**src/rtl/reg_trace.sv**
```systemverilog
// reg_trace: register write-back trace and end-of-run register dump engine.
//
// Every regfile write (except r0) made while the processor runs is logged as
// {cycle, reg, data} into a first-word-fall-through event FIFO and streamed
// out through a valid/ready port. When the dump feature is built in
// (REG_TRACE_SCAN_EN defined), a dump request issued while the processor is
// stopped first drains the FIFO. It then takes over regfile read port A and
// emits all 32 register values in index order on the same output port.
//
// Parameters
//   DEPTH    event FIFO entries (power of two, 4..256)
//   CYCLE_W  width of the free-running cycle timestamp
// Ports
//   clock, reset         clock, asynchronous active-low reset
//   run                  processor running; gates counter and capture
//   ctrl_writeEnable, ctrl_writeReg, data_writeReg   regfile write tap
//   dump_start           one-cycle dump request
//   scan_active          dump owns read port A (top muxes ctrl_readRegA)
//   scan_readReg         register index driven onto read port A
//   scan_data            combinational data_readRegA from the regfile
//   out_valid/out_ready  output beat handshake
//   out_kind             0 = write event, 1 = dump beat
//   out_cycle, out_reg, out_data   beat payload
//   overflow, dropped    sticky drop flag, saturating drop count
// Build option: REG_TRACE_SCAN_EN compiles in the dump FSM and scan port.
module reg_trace #(
    parameter int DEPTH   = 16,
    parameter int CYCLE_W = 16
) (
    input  logic               clock,
    input  logic               reset,
    input  logic               run,
    input  logic               ctrl_writeEnable,
    input  logic [4:0]         ctrl_writeReg,
    input  logic [31:0]        data_writeReg,
    input  logic               dump_start,
    output logic               scan_active,
    output logic [4:0]         scan_readReg,
    input  logic [31:0]        scan_data,
    output logic               out_valid,
    input  logic               out_ready,
    output logic               out_kind,
    output logic [CYCLE_W-1:0] out_cycle,
    output logic [4:0]         out_reg,
    output logic [31:0]        out_data,
    output logic               overflow,
    output logic [7:0]         dropped
);
    localparam int AW = $clog2(DEPTH);
    localparam int EW = CYCLE_W + 5 + 32;

    logic [CYCLE_W-1:0] cnt_q, cnt_d;
    logic [AW:0]        wptr_q, wptr_d, rptr_q, rptr_d;
    logic               ovf_q, ovf_d;
    logic [7:0]         drop_q, drop_d;
    logic [EW-1:0]      mem_q [DEPTH];
    logic [EW-1:0]      head;

    logic empty, full, fifo_out_en, fifo_valid;
    logic push_req, push, pop, drop;

    // Pointers carry one extra wrap bit to tell full from empty.
    assign empty = (wptr_q == rptr_q);
    assign full  = (wptr_q[AW] != rptr_q[AW]) && (wptr_q[AW-1:0] == rptr_q[AW-1:0]);
    assign head  = mem_q[rptr_q[AW-1:0]];

    always_comb begin
        push_req   = run && ctrl_writeEnable && (ctrl_writeReg != 5'd0);
        fifo_valid = fifo_out_en && !empty;
        pop        = fifo_valid && out_ready;
        // A pop in the same cycle frees a slot, so a full FIFO still accepts.
        push       = push_req && (!full || pop);
        drop       = push_req && full && !pop;
        cnt_d      = run ? cnt_q + 1'b1 : cnt_q;
        wptr_d     = push ? wptr_q + 1'b1 : wptr_q;
        rptr_d     = pop ? rptr_q + 1'b1 : rptr_q;
        ovf_d      = ovf_q | drop;
        drop_d     = (drop && drop_q != 8'hFF) ? drop_q + 8'd1 : drop_q;
    end

    always_ff @(posedge clock or negedge reset) begin
        if (!reset) begin
            cnt_q  <= '0;
            wptr_q <= '0;
            rptr_q <= '0;
            ovf_q  <= 1'b0;
            drop_q <= '0;
        end else begin
            cnt_q  <= cnt_d;
            wptr_q <= wptr_d;
            rptr_q <= rptr_d;
            ovf_q  <= ovf_d;
            drop_q <= drop_d;
        end
    end

    // Event storage is data only; validity comes from the pointers.
    always_ff @(posedge clock) begin
        if (push) mem_q[wptr_q[AW-1:0]] <= {cnt_q, ctrl_writeReg, data_writeReg};
    end

    assign overflow = ovf_q;
    assign dropped  = drop_q;

`ifdef REG_TRACE_SCAN_EN
    typedef enum logic [1:0] {S_IDLE, S_DRAIN, S_SCAN, S_HOLD} state_t;

    state_t      state_q;
    logic [4:0]  idx_q;
    logic        scan_q;
    logic [31:0] hold_q;

    always_ff @(posedge clock or negedge reset) begin
        if (!reset) begin
            state_q <= S_IDLE;
            idx_q   <= '0;
            scan_q  <= 1'b0;
        end else begin
            case (state_q)
                S_IDLE:  if (dump_start && !run) state_q <= S_DRAIN;
                S_DRAIN: if (empty) begin
                    state_q <= S_SCAN;
                    scan_q  <= 1'b1;
                end
                S_SCAN:  state_q <= S_HOLD;
                S_HOLD:  if (out_ready) begin
                    if (idx_q == 5'd31) begin
                        idx_q   <= '0;
                        state_q <= S_IDLE;
                        scan_q  <= 1'b0;
                    end else begin
                        idx_q   <= idx_q + 5'd1;
                        state_q <= S_SCAN;
                    end
                end
                default: state_q <= S_IDLE;
            endcase
        end
    end

    // Register value is captured once so the beat stays stable under backpressure.
    always_ff @(posedge clock) begin
        if (state_q == S_SCAN) hold_q <= scan_data;
    end

    assign fifo_out_en  = (state_q == S_IDLE) || (state_q == S_DRAIN);
    assign scan_active  = scan_q;
    assign scan_readReg = idx_q;

    always_comb begin
        out_valid = 1'b0;
        out_kind  = 1'b0;
        out_cycle = '0;
        out_reg   = '0;
        out_data  = '0;
        if (state_q == S_HOLD) begin
            out_valid = 1'b1;
            out_kind  = 1'b1;
            out_reg   = idx_q;
            out_data  = hold_q;
        end else if (fifo_valid) begin
            out_valid = 1'b1;
            out_cycle = head[EW-1 -: CYCLE_W];
            out_reg   = head[36:32];
            out_data  = head[31:0];
        end
    end
`else
    logic unused_scan;
    assign unused_scan  = ^{dump_start, scan_data};
    assign fifo_out_en  = 1'b1;
    assign scan_active  = 1'b0;
    assign scan_readReg = 5'd0;

    always_comb begin
        out_valid = fifo_valid;
        out_kind  = 1'b0;
        out_cycle = '0;
        out_reg   = '0;
        out_data  = '0;
        if (fifo_valid) begin
            out_cycle = head[EW-1 -: CYCLE_W];
            out_reg   = head[36:32];
            out_data  = head[31:0];
        end
    end
`endif
endmodule
```
**config.mk**
```make
export PLATFORM = sky130hd
export DESIGN_NAME = reg_trace
export DESIGN_NICKNAME = d
export VERILOG_FILES = /design/src/rtl/reg_trace.sv
export SDC_FILE = /design/constraint.sdc
export NUM_CORES = 1
export LEC_CHECK = 0
export CORE_MARGIN = 5
export CORE_UTILIZATION = 50
export DETAILED_ROUTE_END_ITERATION = 8
export GPL_TIMING_DRIVEN = 0
export PLACE_DENSITY_LB_ADDON = 0.12
export SYNTH_ARGS = -nofsm -noshare
export SYNTH_HDL_FRONTEND = slang
export SYNTH_SLANG_ARGS = --single-unit
```
**constraint.sdc**
```tcl
create_clock -name clock -period 10.57 [get_ports clock]
set_clock_uncertainty 0.05 [all_clocks]
set_input_delay 2.6425 -clock clock [delete_from_list [all_inputs] [get_ports clock]]
set_output_delay 2.6425 -clock clock [all_outputs]
set_load 0.03 [all_outputs]
```
==> results.py, run 1 <==
metrics = {
    "placed_design": {
        "placed_cells": 2486,
        "hpwl_um": 44500,
        "gp_congestion": 0.731,
        "numPortBuffers": 104,
    },
    "logic_synthesis": {
        "yosysSeqAreaShare": 0.786,
        "synth_edf_count": 848,
        "synth-seq-cells": 883,
        "avgSynthCellArea_um2": 22.6,
        "synth_top_area_frac": 0.760,
        "synth_common_cells": "edfxtp_1 (848), mux4_2 (212), a22oi_1 (106)",
        "yosys.cell_count.top_type": "edfxtp_1",
        "synth_top_cells_by_area": "edfxtp_1 (76%), mux4_2 (14%), dfrtp_1 (2.6%)",
        "synthFlopType": "edfxtp_1",
        "syn_inst": 1480,
        "netlist_area_um2": 33500,
        "synth.distinct_cells": 37,
        "ys_warn_count": 0,
        "yosys.area.top_type": "edfxtp_1",
        "ys_async_sr_fraction": 0.0396,
    },
    "clock_tree": {
        "clkTransAtPathRegs_ps": 60,
        "cts_resized": 0,
        "insertion_delay_ps": 630,
        "tritoncts.num_buffers": 91,
        "root_buffer": "clkbuf_16",
        "cts_setup_buffers": 0,
        "cts_buffer_depth": 3,
        "cts.htree.levels": 3,
        "postCtsHoldBufs": 0,
        "cts.sink_count": 883,
        "cts_tree": "done",
    },
    "outcome": {
        "status": "finished clean",
    },
    "min_path": {
        "hold_path.class": "register to register",
    },
    "route": {
        "wl_um": 77500,
        "wl_per_cell_um": 29.2,
        "num_vias": 15918,
        "drtPass1Iterations": 5,
        "postRouteAntennaNets": 0,
        "drc": 0,
        "routed_via_density": 5.99,
        "drt_iter0_markers": 1526,
    },
    "pwr": {
        "p_clk_frac": 0.284,
        "internal_power_mw": 7.36,
        "pwr-share-seq": 0.388,
        "leakagePower_nw": 12.2,
        "switching_share": 0.324,
        "p_comb_frac": 0.328,
        "power_density_nw_per_um2": 278,
        "vdd.ir_drop.worst_uv": 193,
        "p_sw_mw": 3.52,
    },
    "sta": {
        "setup-violations-final": 0,
        "worst_pin_slew_ps": 1220,
        "timing.final.max_slew_violations": 0,
        "rsz0062_at_grt": "false",
        "hold_viol": 0,
        "max_freq_ghz": 0.130,
        "period_minus_slack_ps": 7680,
        "fin_crit_sh": 0.727,
        "relSlewSlack": 0.187,
    },
    "setup_path": {
        "worstPathArrival_ps": 4990,
        "critPathMostFrequentCell": "clkbuf_1",
        "startpoint_type": "register",
        "cp_slowest_stage_delay_ps": 900,
        "critPathMaxFanout": 10,
        "cpMaxStageDelayCell": "clkbuf_1",
        "worstPathCellList": "clkbuf_1, xor2_1, nor4_1, and2_1, clkbuf_1, clkbuf_1, a21oi_1, clkdlybuf4s50_1",
        "critical_path.top_delay_family": "buffers and inverters",
        "end_kind": "output pin",
        "path_class": "register to output pin",
        "critPathBufInv": 4,
        "worstPathRequired_ps": 7880,
    },
    "grt": {
        "grt_pass1_wl_um": 114000,
        "antenna_found_initial": 1,
        "grt_overflow": 0,
        "gr-usage-all-layers": 0.218,
        "grt_max_degree": 44,
        "grt_pass1_vias": 16821,
    },
    "die": {
        "row_count": 95,
        "core_um2": 66800,
        "initial_utilization": 0.501,
        "die_x_um": 269,
        "die_h_um": 269,
        "io_pins": 145,
        "die_area_um2": 72300,
    },
    "cells_and_area": {
        "nFillCells": 4862,
        "fin_cells": 2656,
        "nets": 1788,
        "drive_gt1_frac": 0.234,
        "fin_util": 0.586,
        "syn_to_final_growth_pct": 16.8,
    },
    "job": {
        "maxCapViolCount": 0,
    },
}
[cell families after synthesis]
family          count (synthesis)  share of synthesized area
xor+xnor                       31                    0.00810
fa+ha+maj                       7                    0.00261
compound gates                163                     0.0323
mux                           218                      0.145
buf+inv                        95                     0.0124
other cells                     1                   0.000112
simple gates                   82                     0.0136
flops                         883                      0.786
[registers in the layout, summed over array words and instances (netlist names)]
register,flops
wptr_q,5
rptr_q,5
dropped,8
mem_q,848
overflow,1
cnt_q,16
[per-stage QoR]
stage               area, um2  setup slack (ps)  TNS [ps]  hold slack, ps  total power, mW
global placement        35700             -2970   -156890             407             7.86
CTS                     39100              2820         0             450             11.0
detailed placement      36200              3520         0             409             7.92
floorplan               33500              3030         0             412             6.48
global route            39100              2670         0             460             11.3
finish                  39100              2890         0             447             10.9
[power by group through the flow]
| stage | combinational, mW | sequential (mW) | clock, mW |
|---|---|---|---|
| detailed placement | 3.62 | 4.29 | 0 |
| finish | 3.57 | 4.22 | 3.09 |
| global route | 3.80 | 4.24 | 3.30 |
| global placement | 3.56 | 4.30 | 0 |
| CTS | 3.64 | 4.22 | 3.15 |
| floorplan | 2.22 | 4.26 | 0 |
[placed cells by master, fill, tap and decap left out, types with 9 or more instances in the layout]
| cell type | n |
|---|---|
| clkdlybuf4s50_1 | 103 |
| xnor2_1 | 15 |
| buf_1 | 16 |
| dfrtp_1 | 35 |
| nand2_1 | 12 |
| edfxtp_1 | 848 |
| and3_4 | 15 |
| nor2_1 | 14 |
| clkbuf_16 | 94 |
| buf_16 | 13 |
| xor2_1 | 16 |
| mux4_2 | 212 |
| clkinv_2 | 16 |
| buf_2 | 19 |
| a21oi_1 | 55 |
| nand3_1 | 9 |
| nand4_1 | 9 |
| clkinv_1 | 18 |
| clkbuf_1 | 70 |
| a22oi_1 | 106 |
[worst paths after layout]
path / start / end / slack, ps / depth (start not counted)
min in group asynchronous: reset / rptr_q[2]$_DFFE_PN0P_ / 1880 / 1
max in group asynchronous: reset / cnt_q[7]$_DFFE_PN0P_ / 8080 / 2
min: rptr_q[4]$_DFFE_PN0P_ / rptr_q[4]$_DFFE_PN0P_ / 450 / 1
min reg2reg: rptr_q[4]$_DFFE_PN0P_ / rptr_q[4]$_DFFE_PN0P_ / 450 / 1
max: rptr_q[1]$_DFFE_PN0P_ / out_cycle[10] / 2890 / 8
max reg2reg: rptr_q[1]$_DFFE_PN0P_ / mem_q[3][3]$_DFFE_PP_ / 6650 / 10
[final cells by class]
class | instances | area [um2] | share of cell area
Multi-Input combinational cell | 508 | 6850 | 0.175
Clock buffer | 119 | 2470 | 0.0630
Timing Repair Buffer | 127 | 1530 | 0.0391
Buffer | 90 | 395 | 0.0101
Inverter | 5 | 18.8 | 0.000480
Clock inverter | 50 | 428 | 0.0109
Antenna cell | 1 | 2.50 | 0.0000640
Tap cell | 873 | 1090 | 0.0279
Sequential cell | 883 | 26300 | 0.673
[worst register-to-register path: stages (launching register included)]
cell	delay [ps]
dfrtp_1	350
clkbuf_1	820
xor2_1	260
nor4_1	90
a21oi_1	190
clkbuf_1	380
nand2_1	190
nor3_2	630
buf_6	270
buf_6	180
buf_6	200
[per-layer routing]
metal  vias up  GRT usage  wire length [um]
met5         -          0                 0
met3        88     0.0304              4200
met1      8572      0.315             33000
met2       508      0.362             39100
met4         0     0.0518              1220
li1       6750          -                 -
No activity file was read; power rests on OpenSTA's default activity.
==> inputs of run 2 (changes only) <==
==> constraint.sdc (replaced) <==
create_clock -name clock -period 7.3 [get_ports clock]
set_clock_uncertainty 0.05 [all_clocks]
set_input_delay 1.825 -clock clock [delete_from_list [all_inputs] [get_ports clock]]
set_output_delay 1.825 -clock clock [all_outputs]
set_load 0.03 [all_outputs]
==> results of run 2 <==
The final DEF is identical to that of run 1. Status: finished clean.
Main changes from that run: setup slack after placement 3520 ps -> 1070 ps; setup slack after layout 2890 ps -> 434 ps; register-to-register setup slack 6650 ps -> 3380 ps; total power 10.9 mW -> 15.8 mW; worst IR drop on VDD 193 uV -> 279 uV
